### src/rtl/mini_core_pkg.sv
// mini_core_pkg: shared fetch-stage defaults and the request-gating helper
package mini_core_pkg;
   localparam int ADDR_W = 8;
   localparam int INSTR_W = 16;
   localparam logic [7:0] RESET_PC = 8'h00;
   localparam logic [15:0] NOP_INSTR = 16'h0000;
   localparam int FIFO_DEPTH = 2;
   function automatic logic can_fetch(input logic [1:0] count, input logic inflight, input logic pop);
      return ({1'b0, count} + {2'b0, inflight} - {2'b0, pop}) < 3'(FIFO_DEPTH);
   endfunction
endpackage

### src/rtl/fetch_fifo.sv
// fetch_fifo: 2-entry {pc, instr} buffer; flush beats push
module fetch_fifo #(
   parameter int W = 24
) (
   input  logic         clk,
   input  logic         rst,
   input  logic         push,
   input  logic         pop,
   input  logic         flush,
   input  logic [W-1:0] din,
   output logic [W-1:0] dout,
   output logic [1:0]   count
);
   logic [W-1:0] mem_q [2];
   logic         rd_q, wr_q;
   logic [1:0]   count_q;
   assign dout  = mem_q[rd_q];
   assign count = count_q;
   // storage, pointers and occupancy; a flush empties the buffer regardless of push/pop
   always_ff @(posedge clk or posedge rst) begin
      if (rst) begin
         mem_q[0] <= '0;
         mem_q[1] <= '0;
         rd_q     <= 1'b0;
         wr_q     <= 1'b0;
         count_q  <= 2'd0;
      end else if (flush) begin
         rd_q    <= 1'b0;
         wr_q    <= 1'b0;
         count_q <= 2'd0;
      end else begin
         if (push) begin
            mem_q[wr_q] <= din;
            wr_q        <= !wr_q;
         end
         if (pop) rd_q <= !rd_q;
         count_q <= count_q + 2'(push) - 2'(pop);
      end
   end
endmodule

### src/rtl/fetch_stage.sv
// fetch_stage: PC owner issuing 1-cycle imem reads into a 2-entry buffer for the core
module fetch_stage #(
   parameter int                ADDR_W   = mini_core_pkg::ADDR_W,
   parameter int                INSTR_W  = mini_core_pkg::INSTR_W,
   parameter logic [ADDR_W-1:0] RESET_PC = mini_core_pkg::RESET_PC
) (
   input  logic               clk,
   input  logic               rst,
   output logic               imem_req,
   output logic [ADDR_W-1:0]  imem_addr,
   input  logic [INSTR_W-1:0] imem_rdata,
   input  logic               redirect_valid,
   input  logic [ADDR_W-1:0]  redirect_pc,
   output logic               out_valid,
   input  logic               out_ready,
   output logic [INSTR_W-1:0] out_instr,
   output logic [ADDR_W-1:0]  out_pc
);
   import mini_core_pkg::can_fetch;
   logic [ADDR_W-1:0] fetch_pc_q, fetch_pc_d, req_pc_q;
   logic              inflight_q, squash_q;
   logic [1:0]        count;
   logic              pop, push;
   assign out_valid = count != 2'd0;
   assign pop       = out_valid & out_ready;
   assign imem_req  = !rst & !redirect_valid & can_fetch(count, inflight_q, pop);
   assign imem_addr = fetch_pc_q;
   assign push      = inflight_q & !squash_q;
   // redirect retargets the PC; otherwise it advances on every issued request
   always_comb fetch_pc_d = redirect_valid ? redirect_pc : imem_req ? fetch_pc_q + ADDR_W'(1) : fetch_pc_q;
   // request bookkeeping: every request returns next cycle, so inflight simply tracks the last req
   always_ff @(posedge clk or posedge rst) begin
      if (rst) begin
         fetch_pc_q <= RESET_PC;
         req_pc_q   <= RESET_PC;
         inflight_q <= 1'b0;
         squash_q   <= 1'b0;
      end else begin
         fetch_pc_q <= fetch_pc_d;
         inflight_q <= imem_req;
         squash_q   <= redirect_valid & inflight_q;
         if (imem_req) req_pc_q <= fetch_pc_q;
      end
   end
   fetch_fifo #(.W(ADDR_W + INSTR_W)) u_fifo (
      .clk   (clk),
      .rst   (rst),
      .push  (push),
      .pop   (pop),
      .flush (redirect_valid),
      .din   ({req_pc_q, imem_rdata}),
      .dout  ({out_pc, out_instr}),
      .count (count)
   );
endmodule

### config.mk
export PLATFORM = sky130hd
export DESIGN_NAME = fetch_stage
export DESIGN_NICKNAME = d
export VERILOG_FILES = /design/src/rtl/mini_core_pkg.sv /design/src/rtl/fetch_fifo.sv /design/src/rtl/fetch_stage.sv
export SDC_FILE = /design/constraint.sdc
export NUM_CORES = 1
export LEC_CHECK = 0
export BUFFER_PORTS_ARGS = -buffer_cell sky130_fd_sc_hd__buf_2
export CORE_ASPECT_RATIO = 1.1
export CORE_MARGIN = 4
export CORE_UTILIZATION = 25
export DETAILED_ROUTE_END_ITERATION = 6
export PLACE_DENSITY = 0.43
export SYNTH_ARGS = -nofsm -noshare
export SYNTH_HDL_FRONTEND = slang
export SYNTH_SLANG_ARGS = --single-unit
### constraint.sdc
create_clock -name clk -period 3.2 [get_ports clk]
set_input_delay 0.32 -clock clk [delete_from_list [all_inputs] [get_ports clk]]
set_output_delay 0.32 -clock clk [all_outputs]
set_load 0.02 [all_outputs]
==> results of run 1 <==
==> power groups by stage <==
stage / Clock (mW) / Combinational [mW] / Sequential, mW
after floorplan: 0 / 1.08 / 1.43
final: 1.10 / 1.50 / 1.45
after global placement: 0 / 1.47 / 1.46
after detailed placement: 0 / 1.49 / 1.47
after CTS: 1.15 / 1.50 / 1.46
after global routing: 1.18 / 1.64 / 1.50
==> worst register-to-register path, cell delays in order, from the launching register on <==
cell     delay, ns
dfrtp_2       0.43
or2_2         0.30
and2_1        0.18
ha_1          0.27
inv_1         0.08
nand2_1       0.07
fa_1          0.41
xnor2_2       0.29
nand3_4       0.14
or4_1         0.52
nand3_1       0.08
==> routing by layer <==
metal	routed length [um]	vias to the layer above	track usage (%)
met5	0	-	0
met4	90	0	3.52
met3	349	9	3.12
met2	3360	54	16.4
met1	3160	1032	13.3
li1	-	982	-
==> layout make-up <==
cell class,instances,area share [%]
clock buffer,13,6.69
clock inverter,3,1.61
inverter,7,0.713
multi-input combinational,152,32.9
sequential,70,43.4
tap,154,4.77
timing repair buffer,72,9.92
==> state kept, by name, indices dropped and copies added, names as in the netlist <==
| signal | cells |
|---|---|
| inflight_q | 1 |
| squash_q | 1 |
| u_fifo.count | 2 |
| req_pc_q | 8 |
| u_fifo.mem_q | 48 |
| u_fifo.wr_q | 1 |
| u_fifo.rd_q | 1 |
| imem_addr | 8 |
==> what timing repair did <==
action / 4_1_cts / 5_1_grt
pin swaps: 0 / 1
endpoints found under the setup margin: 1 / 1
gates resized for setup: 1 / 4
setup buffers: 0 / 4
==> worst paths after layout <==
check / startpoint / depth (start not counted) / endpoint
setup / recovery: u_fifo.count[1]$_DFF_PP0_ / 10 / imem_req
hold / removal: rst / 2 / inflight_q$_DFF_PP0_
setup reg to reg: u_fifo.count[1]$_DFF_PP0_ / 10 / imem_addr[7]$_DFFE_PP0P_
hold reg to reg: u_fifo.mem_q[10]$_DFFE_PP0P_ / 1 / u_fifo.mem_q[10]$_DFFE_PP0P_
max in group asynchronous: rst / 3 / u_fifo.mem_q[34]$_DFFE_PP0P_
min in group clk: redirect_pc[0] / 3 / imem_addr[0]$_DFFE_PP0P_
==> cells in the mapped netlist (all sizes together) <==
| master | n | area, um^2 |
|---|---|---|
| ha | 4 | 50.1 |
| and3 | 1 | 6.26 |
| fa | 1 | 20.0 |
| o311ai | 4 | 35.0 |
| nor2 | 3 | 11.3 |
| nor2b | 2 | 12.5 |
| or2 | 3 | 18.8 |
| a21oi | 1 | 5.00 |
| a31oi | 1 | 6.26 |
| nand2 | 36 | 135 |
| and2 | 2 | 12.5 |
| and2b | 1 | 10.0 |
| a221o | 1 | 11.3 |
| clkbuf | 3 | 11.3 |
| xnor2 | 5 | 51.3 |
| or4 | 1 | 7.51 |
| nor3b | 2 | 26.3 |
| buf | 9 | 72.6 |
| dfrtp | 70 | 1750 |
| mux2 | 72 | 811 |
| nand3 | 4 | 25.0 |
| o21ai | 1 | 5.00 |
| o211ai | 5 | 37.5 |
| a22oi | 2 | 15.0 |
| inv | 7 | 26.3 |
==> kinds of logic after synthesis <==
group           Yosys count
compound gates           15
simple gates             55
fa+ha+maj                 5
mux                      72
xor+xnor                  5
flops                    70
buf+inv                  19
==> per-stage QoR <==
stage	std cells	utilization, %	hold slack, ns	worst slack (ns)
after floorplan	241	-	0.447	0.328
after global routing	471	33.0	0.212	0.00817
after CTS	467	32.6	0.164	0.0165
after detailed placement	451	29.8	0.471	0.260
after global placement	451	29.8	0.461	0.327
final	471	33.0	0.158	0.118
==> flow_metrics.py, run 1 <==
metrics = {
    "global_route": {
        "grt_usage_pct": 10.3,
        "first_global_vias": 2225,
        "grt_max_degree": 40,
        "antenna_found_initial": 0,
        "overflow": 0,
        "grt_pass1_wl_mm": 11.7,
    },
    "synth": {
        "synth_xor_xnor_area_share_pct": 1.62,
        "syn_nets": 274,
        "synth_mux_area_share_pct": 25.5,
        "synth_cell_type_count": 34,
        "ys_ff_latch": 70,
        "synthSimpleGateAreaFrac_pct": 8.36,
        "synthCells": 241,
        "synth_adder_area_share_pct": 2.21,
        "synth_area_per_cell_um2": 13.2,
        "syn_area_um2": 3170,
        "yosysSeqAreaShare_pct": 55.2,
        "ys_warn_count": 0,
        "synth_compound_area_share_pct": 3.63,
        "synth_top_family_by_area": "multiplexers",
    },
    "power": {
        "vdd_drop_max_mv": 0.383,
        "comb_power_share_pct": 36.9,
        "switching_share_pct": 33.1,
        "internal-power_mw": 2.71,
        "total_leakage_power_nw": 1.95,
        "p_per_area_nw_per_um2": 1000,
        "p_seq_share_pct": 35.8,
        "switching_power_mw": 1.34,
        "total_power_mw": 4.05,
        "power_frac_clock_pct": 27.3,
    },
    "finish": {
        "seqCellArea_um2": 1750,
        "final_layout_size_suffix_gt1_share_pct": 46.1,
        "n_fill_cell": 1237,
        "syn2layout_area_growth_pct": 27.2,
        "mostFrequentLayoutCells": "dfrtp_1 (69), buf_2 (61), mux2_2 (47)",
        "n_antenna_cell": 0,
        "post-route-cell-area_um2": 4040,
        "final_common_cell": "dfrtp_1",
        "nets": 345,
        "multi_input_area_um2": 1330,
    },
    "setup_path": {
        "crit_required_ns": 2.88,
        "start_kind": "flop",
        "worst-setup-path-type": "reg -> out",
        "crit_path_max_incr_delay_ns": 0.43,
        "crit_chain": "or2_2 -> and2_1 -> ha_1 -> inv_1 -> nand2_1 -> fa_1 -> xnor2_2 -> nand3_4 -> inv_4 -> buf_2",
        "timing.critical_path.buf_inv": 3,
        "endpoint_kind": "primary output",
        "path_max_fanout": 5,
        "arrival_ns": 2.76,
        "r2r_slack_ns": 0.36,
        "crit_family": "simple AND/OR/NAND/NOR gates",
        "crit_slowest_cell": "dfrtp_2",
    },
    "clock_network": {
        "cts_buffers": 9,
        "cts_max_level": 3,
        "clk_latency_ns": 0.33,
        "ctsHoldBuffers": 0,
        "cts.clk_slew.worst_paths_ns": 0.06,
        "cts_buffer_depth": 2,
        "tritoncts": "yes",
        "root_buffer": "clkbuf_16",
        "cts_sinks": 70,
    },
    "timing": {
        "max_freq_mhz": 325,
        "max_slew_margin_pct": 51.2,
        "setup_viol": 0,
        "worstMarginPinSlew_ns": 0.731,
        "rsz0062_at_grt": "no",
        "period_needed_ns": 3.08,
        "fin_tns_setup_ns": 0,
        "slew_viol_final": 0,
        "skew_ns": 0.00409,
        "hold_viol": 0,
        "fin_crit_sh_pct": 96.3,
    },
    "die": {
        "die_h_um": 126,
        "start_util_pct": 25.9,
        "die_w_um": 115,
        "dieArea_um2": 14600,
        "std_cell_rows": 42,
        "io_pins": 62,
        "core-area_um2": 12200,
    },
    "hold_path": {
        "worstHoldPathType": "in -> async",
    },
    "place": {
        "dpl.hpwl_mm": 4.60,
        "globalplace.congestion": 0.714,
        "placed_area_um2": 3650,
        "portBuffers": 61,
    },
    "outcome": {
        "outcome": "finished clean",
    },
    "route": {
        "first_pass_iters": 4,
        "post_drt_wl_per_cell_um": 14.8,
        "post-route-drc-count": 0,
        "vias": 2077,
        "drt_iter0_markers": 67,
        "wirelength_mm": 6.96,
        "ant_nets": 0,
        "drt-vias-per-instance": 4.41,
    },
    "job": {
        "maxCapViolCount": 0,
    },
}
No activity file was read; power rests on OpenSTA's default activity.
==> run 2, diff against run 1 <==
--- a/config.mk
+++ b/config.mk
@@ -13,4 +13,5 @@
 export PLACE_DENSITY = 0.43
 export SYNTH_ARGS = -nofsm -noshare
 export SYNTH_HDL_FRONTEND = slang
+export SYNTH_HIERARCHICAL = 1
 export SYNTH_SLANG_ARGS = --single-unit
==> run 2 against run 1 <==
Sequential power is essentially flat. Maximum frequency rose by 0.89%. Setup slack gained 0.027 ns. Critical endpoint unchanged.
==> flow_metrics.py, run 2 <==
metrics = {
    "route": {
        "drt-vias-per-instance": 4.40,
        "vias": 2054,
        "wirelength_mm": 6.86,
        "post-route-drc-count": 0,
        "post_drt_wl_per_cell_um": 14.7,
        "drt_iter0_markers": 66,
        "first_pass_iters": 4,
        "ant_nets": 0,
    },
    "power": {
        "switching_power_mw": 1.39,
        "total_leakage_power_nw": 1.94,
        "comb_power_share_pct": 38.0,
        "p_seq_share_pct": 35.1,
        "vdd_drop_max_mv": 0.412,
        "internal-power_mw": 2.80,
        "switching_share_pct": 33.2,
        "power_frac_clock_pct": 26.9,
        "p_per_area_nw_per_um2": 1040,
    },
    "timing": {
        "hold_viol": 0,
        "finalWorstSetupSlack_ns": 0.145,
        "fin_crit_sh_pct": 95.5,
        "setup_viol": 0,
        "worstMarginPinSlew_ns": 0.758,
        "fin_tns_setup_ns": 0,
        "hold_ws_ns": 0.0103,
        "skew_ns": 0.00655,
        "max_freq_mhz": 327,
        "max_slew_margin_pct": 49.2,
        "rsz0062_at_grt": "no",
        "slew_viol_final": 0,
        "period_needed_ns": 3.05,
    },
    "synth": {
        "synth.area.top_cells": "dfrtp_1 (54%), mux2_2 (25%), nand2_1 (3.9%)",
        "synth_area_per_cell_um2": 13.6,
        "ys_ff_latch": 70,
        "synth-async-reset-ratio_pct": 100,
        "ys_warn_count": 6,
        "yosysSeqAreaShare_pct": 54.5,
        "synthTopCellsByCount": "mux2_2 (71), dfrtp_1 (70), nand2_1 (33)",
        "syn_nets": 270,
        "ys.flop_type": "dfrtp_1",
        "synth-edff-count": 0,
        "synth_cell_type_count": 38,
        "synth.most_common_cell": "mux2_2",
        "synthCells": 237,
        "synth_top_area_share_pct": 54.5,
        "synth_top_area_cell": "dfrtp_1",
        "syn_area_um2": 3220,
    },
    "place": {
        "dpl.hpwl_mm": 4.58,
        "post-place-ws_ns": 0.276,
        "globalplace.congestion": 0.760,
        "portBuffers": 61,
    },
    "clock_network": {
        "cts_sinks": 70,
        "cts.clk_slew.worst_paths_ns": 0.05,
        "ctsHoldBuffers": 0,
        "cts_buffers": 9,
        "cts_buffer_depth": 2,
        "root_buffer": "clkbuf_16",
        "cts_max_level": 3,
        "clk_latency_ns": 0.33,
        "tritoncts": "yes",
    },
    "setup_path": {
        "crit_start": "u_fifo/count[1]$_DFF_PP0_",
        "path_max_fanout": 9,
        "r2r_cells": 9,
        "crit_chain": "or2_2 -> and2_1 -> ha_1 -> nand2b_1 -> fa_1 -> xnor2_2 -> nand3_4 -> inv_2 -> buf_2",
        "crit_path_max_incr_delay_ns": 0.44,
        "r2r-start": "u_fifo/count[1]$_DFF_PP0_",
        "arrival_ns": 2.73,
        "rr_endpoint": "imem_addr[1]$_DFFE_PP0P_",
        "endpoint_kind": "primary output",
        "r2r_slack_ns": 0.45,
        "start_kind": "flop",
        "worst-setup-path-type": "reg -> out",
        "crit_required_ns": 2.88,
        "crit_slowest_cell": "dfrtp_2",
    },
    "die": {
        "dieArea_um2": 14700,
        "die_h_um": 127,
        "core-area_um2": 12600,
        "std_cell_rows": 43,
        "start_util_pct": 25.5,
        "io_pins": 62,
        "die_w_um": 116,
    },
    "outcome": {
        "outcome": "finished clean",
    },
    "hold_path": {
        "worstHoldPathType": "in -> async",
    },
    "global_route": {
        "overflow": 0,
        "grt_max_degree": 38,
        "first_global_vias": 2232,
        "grt_usage_pct": 10.2,
        "antenna_found_initial": 0,
        "grt_pass1_wl_mm": 11.6,
    },
    "finish": {
        "final_common_cell": "mux2_2",
        "n_fill_cell": 1319,
        "largest_reg_flops": 48,
        "final_layout_size_suffix_gt1_share_pct": 53.5,
        "nets": 338,
        "n_antenna_cell": 0,
        "syn2layout_area_growth_pct": 25.1,
        "top_register": "u_fifo/mem_q",
        "mostFrequentLayoutCells": "mux2_2 (71), dfrtp_1 (69), buf_2 (61)",
    },
    "job": {
        "maxCapViolCount": 0,
    },
}
## run 2: cell types whose count changed after synthesis, moves of 2 or more
| cell | change |
|---|---|
| o311ai_1 | -2 |
| clkbuf_1 | -2 |
| nand2_1 | -3 |
| a22oi_1 | -2 |
| o311ai_2 | +2 |
| mux2_2 | +24 |
| mux2_1 | -24 |
| clkbuf_8 | +2 |
| a221o_1 | +2 |
## run 2: cell families (layout without fill, tap and decap cells)
| logic type | Yosys count | in the layout | synth area share, % |
|---|---|---|---|
| xor gates and xnor gates | 5 | 5 | 2.02 |
| buffers and inverters | 17 | 90 | 3.54 |
| muxes | 72 | 72 | 25.2 |
| and+or+nand+nor | 55 | 55 | 8.87 |
| adders and majority gates | 5 | 5 | 2.18 |
| DFF | 70 | 70 | 54.5 |
| AOI/OAI and AO/OA | 13 | 13 | 3.70 |
## run 2: how the worst max path moves through the flow
| stage | end | cells past startpoint |
|---|---|---|
| detailed placement | imem_addr[0]$_DFFE_PP0P_ | 11 |
| global placement | imem_addr[0]$_DFFE_PP0P_ | 11 |
| floorplan | imem_addr[1]$_DFFE_PP0P_ | 9 |
| finish | imem_req | 9 |
| CTS | imem_req | 9 |
| global route | imem_req | 9 |
## run 2: critical path: cells and delay by family (launching register included)
kind	cells	cell delay, ns
simple gates	4	0.81
fa+ha+maj	2	0.67
flops	1	0.44
buf+inv	2	0.25
xor+xnor	1	0.24
## run 2: per-layer routing
| metal | wire, um | track usage (%) | vias up |
|---|---|---|---|
| li1 | - | - | 973 |
| met1 | 3080 | 13.4 | 1014 |
| met2 | 3170 | 15.6 | 57 |
| met3 | 503 | 3.67 | 10 |
| met4 | 104 | 3.48 | 0 |
| met5 | 0 | 0 | - |
## run 2: power by group through the flow
stage / clock network [mW] / logic, mW / registers (mW)
final: 1.13 / 1.59 / 1.47
after global routing: 1.22 / 1.75 / 1.53
after CTS: 1.16 / 1.61 / 1.48
after detailed placement: 0 / 1.60 / 1.49
after global placement: 0 / 1.59 / 1.47
after floorplan: 0 / 1.20 / 1.44
## run 2: metrics by stage
step | power [mW] | util, % | instances | area, um^2
5_1_grt | 4.51 | 31.9 | 467 | 4020
3_5_place_dp | 3.09 | 29.1 | 450 | 3670
2_1_floorplan | 2.64 | - | 237 | 3220
6_report | 4.19 | 31.9 | 467 | 4020
4_1_cts | 4.24 | 31.8 | 466 | 4010
3_3_place_gp | 3.06 | 29.1 | 450 | 3670
## run 2: final cells by class
class                           instances  area (um^2)  share of cell area (%)
Clock buffer                            9          225                    5.60
Clock inverter                          7          113                    2.80
Inverter                                7         26.3                   0.653
Multi-Input combinational cell        150         1360                    33.8
Sequential cell                        70         1750                    43.6
Tap cell                              157          196                    4.88
Timing Repair Buffer                   67          350                    8.71
## run 2: timing repair
action	CTS	global route
buffers inserted	0	1
cloned	0	0
setup endpoints to repair	1	1
pin swaps	0	1
resized for setup	1	2
==> run 3, diff against run 2 <==
--- a/config.mk
+++ b/config.mk
@@ -5,6 +5,7 @@
 export SDC_FILE = /design/constraint.sdc
 export NUM_CORES = 1
 export LEC_CHECK = 0
+export ABC_AREA = 1
 export BUFFER_PORTS_ARGS = -buffer_cell sky130_fd_sc_hd__buf_2
 export CORE_ASPECT_RATIO = 1.1
 export CORE_MARGIN = 4
==> run 3 against run 2 <==
Setup slack improved by 0.11 ns. Utilization fell by 1.2 points. Die area rose by 3.5%. Sequential power fell by 5%. Register-to-register slack barely moved. Sequential share of layout area fell by 0.27 points. First-iteration DRC count rose by 110%. Critical endpoint unchanged.
==> flow_metrics.py, run 3 <==
metrics = {
    "finish": {
        "multi_input_area_um2": 1280,
        "n_antenna_cell": 0,
        "syn2layout_area_growth_pct": 21.2,
        "final_layout_size_suffix_gt1_share_pct": 29.9,
        "largest_reg_flops": 48,
        "final_cells": 583,
        "n_fill_cell": 1402,
        "mostFrequentLayoutCells": "nand2_1 (99), dfrtp_1 (70), buf_2 (61)",
        "final_common_cell": "nand2_1",
        "nets": 451,
        "seqCellArea_um2": 1750,
        "top_register": "u_fifo/mem_q",
    },
    "synth": {
        "ys.flop_type": "dfrtp_1",
        "synth.area.top_cells": "dfrtp_1 (53%), nand2_1 (11%), mux2_2 (8.1%)",
        "synth_top_area_share_pct": 52.5,
        "yosysSeqAreaShare_pct": 52.5,
        "synth-edff-count": 0,
        "syn_nets": 392,
        "ys_ff_latch": 70,
        "synth_cell_type_count": 26,
        "synth-async-reset-ratio_pct": 100,
        "syn_area_um2": 3340,
        "synth.most_common_cell": "nand2_1",
        "synthTopCellsByCount": "nand2_1 (99), dfrtp_1 (70), inv_1 (40)",
        "synthCells": 359,
        "synth_top_area_cell": "dfrtp_1",
        "ys_warn_count": 6,
        "synth_area_per_cell_um2": 9.29,
    },
    "place": {
        "dpl.hpwl_mm": 4.81,
        "portBuffers": 61,
        "globalplace.congestion": 0.715,
        "place_inst": 568,
    },
    "clock_network": {
        "root_buffer": "clkbuf_16",
        "cts_resized": 0,
        "cts.clk_slew.worst_paths_ns": 0.06,
        "ctsHoldBuffers": 0,
        "clk_latency_ns": 0.32,
        "tritoncts": "yes",
        "cts_buffers": 9,
        "post_cts_buffers": 0,
        "cts_buffer_depth": 2,
        "cts_max_level": 3,
        "cts_sinks": 70,
    },
    "setup_path": {
        "path_max_fanout": 7,
        "crit_family": "adder cells",
        "crit_slowest_cell": "fa_1",
        "arrival_ns": 2.62,
        "endpoint_kind": "primary output",
        "timing.critical_path.buf_inv": 1,
        "crit_required_ns": 2.88,
        "crit_chain": "o21a_1 -> ha_1 -> or2_2 -> fa_1 -> nand3_2 -> nor2_4 -> buf_2",
        "crit_path_max_incr_delay_ns": 0.53,
        "start_kind": "flop",
        "worst-setup-path-type": "reg -> out",
    },
    "global_route": {
        "grt_pass1_wl_mm": 12.1,
        "grt_usage_pct": 10.0,
        "antenna_found_initial": 0,
        "grt_max_degree": 50,
        "first_global_vias": 2430,
        "overflow": 0,
    },
    "die": {
        "core-area_um2": 13200,
        "dieArea_um2": 15300,
        "start_util_pct": 25.4,
        "std_cell_rows": 44,
        "die_w_um": 118,
        "die_h_um": 129,
        "io_pins": 62,
    },
    "route": {
        "vias": 2451,
        "drt-vias-per-instance": 4.20,
        "wirelength_mm": 7.30,
        "post-route-drc-count": 0,
        "post_drt_wl_per_cell_um": 12.5,
        "drt_iter0_markers": 136,
        "ant_nets": 0,
        "first_pass_iters": 4,
    },
    "timing": {
        "fin_tns_setup_ns": 0,
        "max_freq_mhz": 340,
        "max_slew_margin_pct": 58.6,
        "worstMarginPinSlew_ns": 0.619,
        "fin_crit_sh_pct": 91.9,
        "hold_viol": 0,
        "slew_viol_final": 0,
        "setup_viol": 0,
        "skew_ns": 0.00490,
        "period_needed_ns": 2.94,
        "rsz0062_at_grt": "no",
    },
    "job": {
        "maxCapViolCount": 0,
    },
    "hold_path": {
        "worstHoldPathType": "in -> async",
    },
    "power": {
        "vdd_drop_max_mv": 0.518,
        "total_leakage_power_nw": 2.10,
        "p_per_area_nw_per_um2": 952,
    },
    "outcome": {
        "outcome": "finished clean",
    },
}
-- run 3: path summary, 6_finish.rpt --
check                                     startpoint                      endpoint  slack, ns  depth (start not counted)
setup / recovery           u_fifo/count[1]$_DFF_PP0_                      imem_req       0.26                          7
hold / removal                                   rst            squash_q$_DFF_PP0_      0.009                          2
setup reg to reg           u_fifo/count[1]$_DFF_PP0_      imem_addr[4]$_DFFE_PP0P_       0.44                          9
hold reg to reg                 inflight_q$_DFF_PP0_            squash_q$_DFF_PP0_       0.46                          2
max in group asynchronous                        rst  u_fifo/mem_q[40]$_DFFE_PP0P_       2.36                          3
min in group clk                      redirect_pc[0]      imem_addr[0]$_DFFE_PP0P_       0.20                          3
-- run 3: final cells by class --
| class | instances | area share, % |
|---|---|---|
| tap | 161 | 4.98 |
| clock inverter | 3 | 1.05 |
| sequential | 70 | 43.3 |
| timing repair buffer | 65 | 8.29 |
| clock buffer | 12 | 6.59 |
| multi-input combinational | 228 | 31.7 |
| inverter | 44 | 4.08 |
-- run 3: stage by stage --
stage	instance area, um^2	total power [mW]	util [%]	hold slack, ns	setup slack [ns]
3_3_place_gp	3730	2.86	28.4	0.371	0.461
6_report	4040	3.85	30.7	0.00863	0.258
5_1_grt	4040	4.16	30.7	0.0404	0.0831
2_1_floorplan	3340	2.49	-	0.171	0.779
4_1_cts	4040	3.93	30.7	0.00984	0.213
3_5_place_dp	3730	2.88	28.4	0.368	0.391
-- run 3: logic make-up (layout without fill, tap and decap cells) --
group / count (synthesis) / in the layout / synth area share (%)
and+or+nand+nor: 137 / 137 / 17.6
DFF: 70 / 70 / 52.5
AOI/OAI and AO/OA: 61 / 61 / 10.4
buffers and inverters: 61 / 124 / 9.08
muxes: 24 / 24 / 8.10
adders and majority gates: 5 / 5 / 2.10
xor gates and xnor gates: 1 / 1 / 0.263
-- run 3: metal layers --
metal | vias to the layer above | global-route usage [%] | part of all wire (%)
li1 | 1262 | - | -
met3 | 10 | 3.23 | 5.7
met2 | 67 | 15.3 | 43
met4 | 0 | 3.52 | 1.2
met1 | 1112 | 13.4 | 50
met5 | - | 0 | 0
-- run 3: where the power goes --
part | leakage [nW] | internal (mW) | switching, mW | total [mW]
Sequential | 0.911 | 1.20 | 0.203 | 1.40
Combinational | 1.04 | 0.561 | 0.871 | 1.43
Clock | 0.151 | 0.661 | 0.359 | 1.02
Total | 2.10 | 2.42 | 1.43 | 3.85
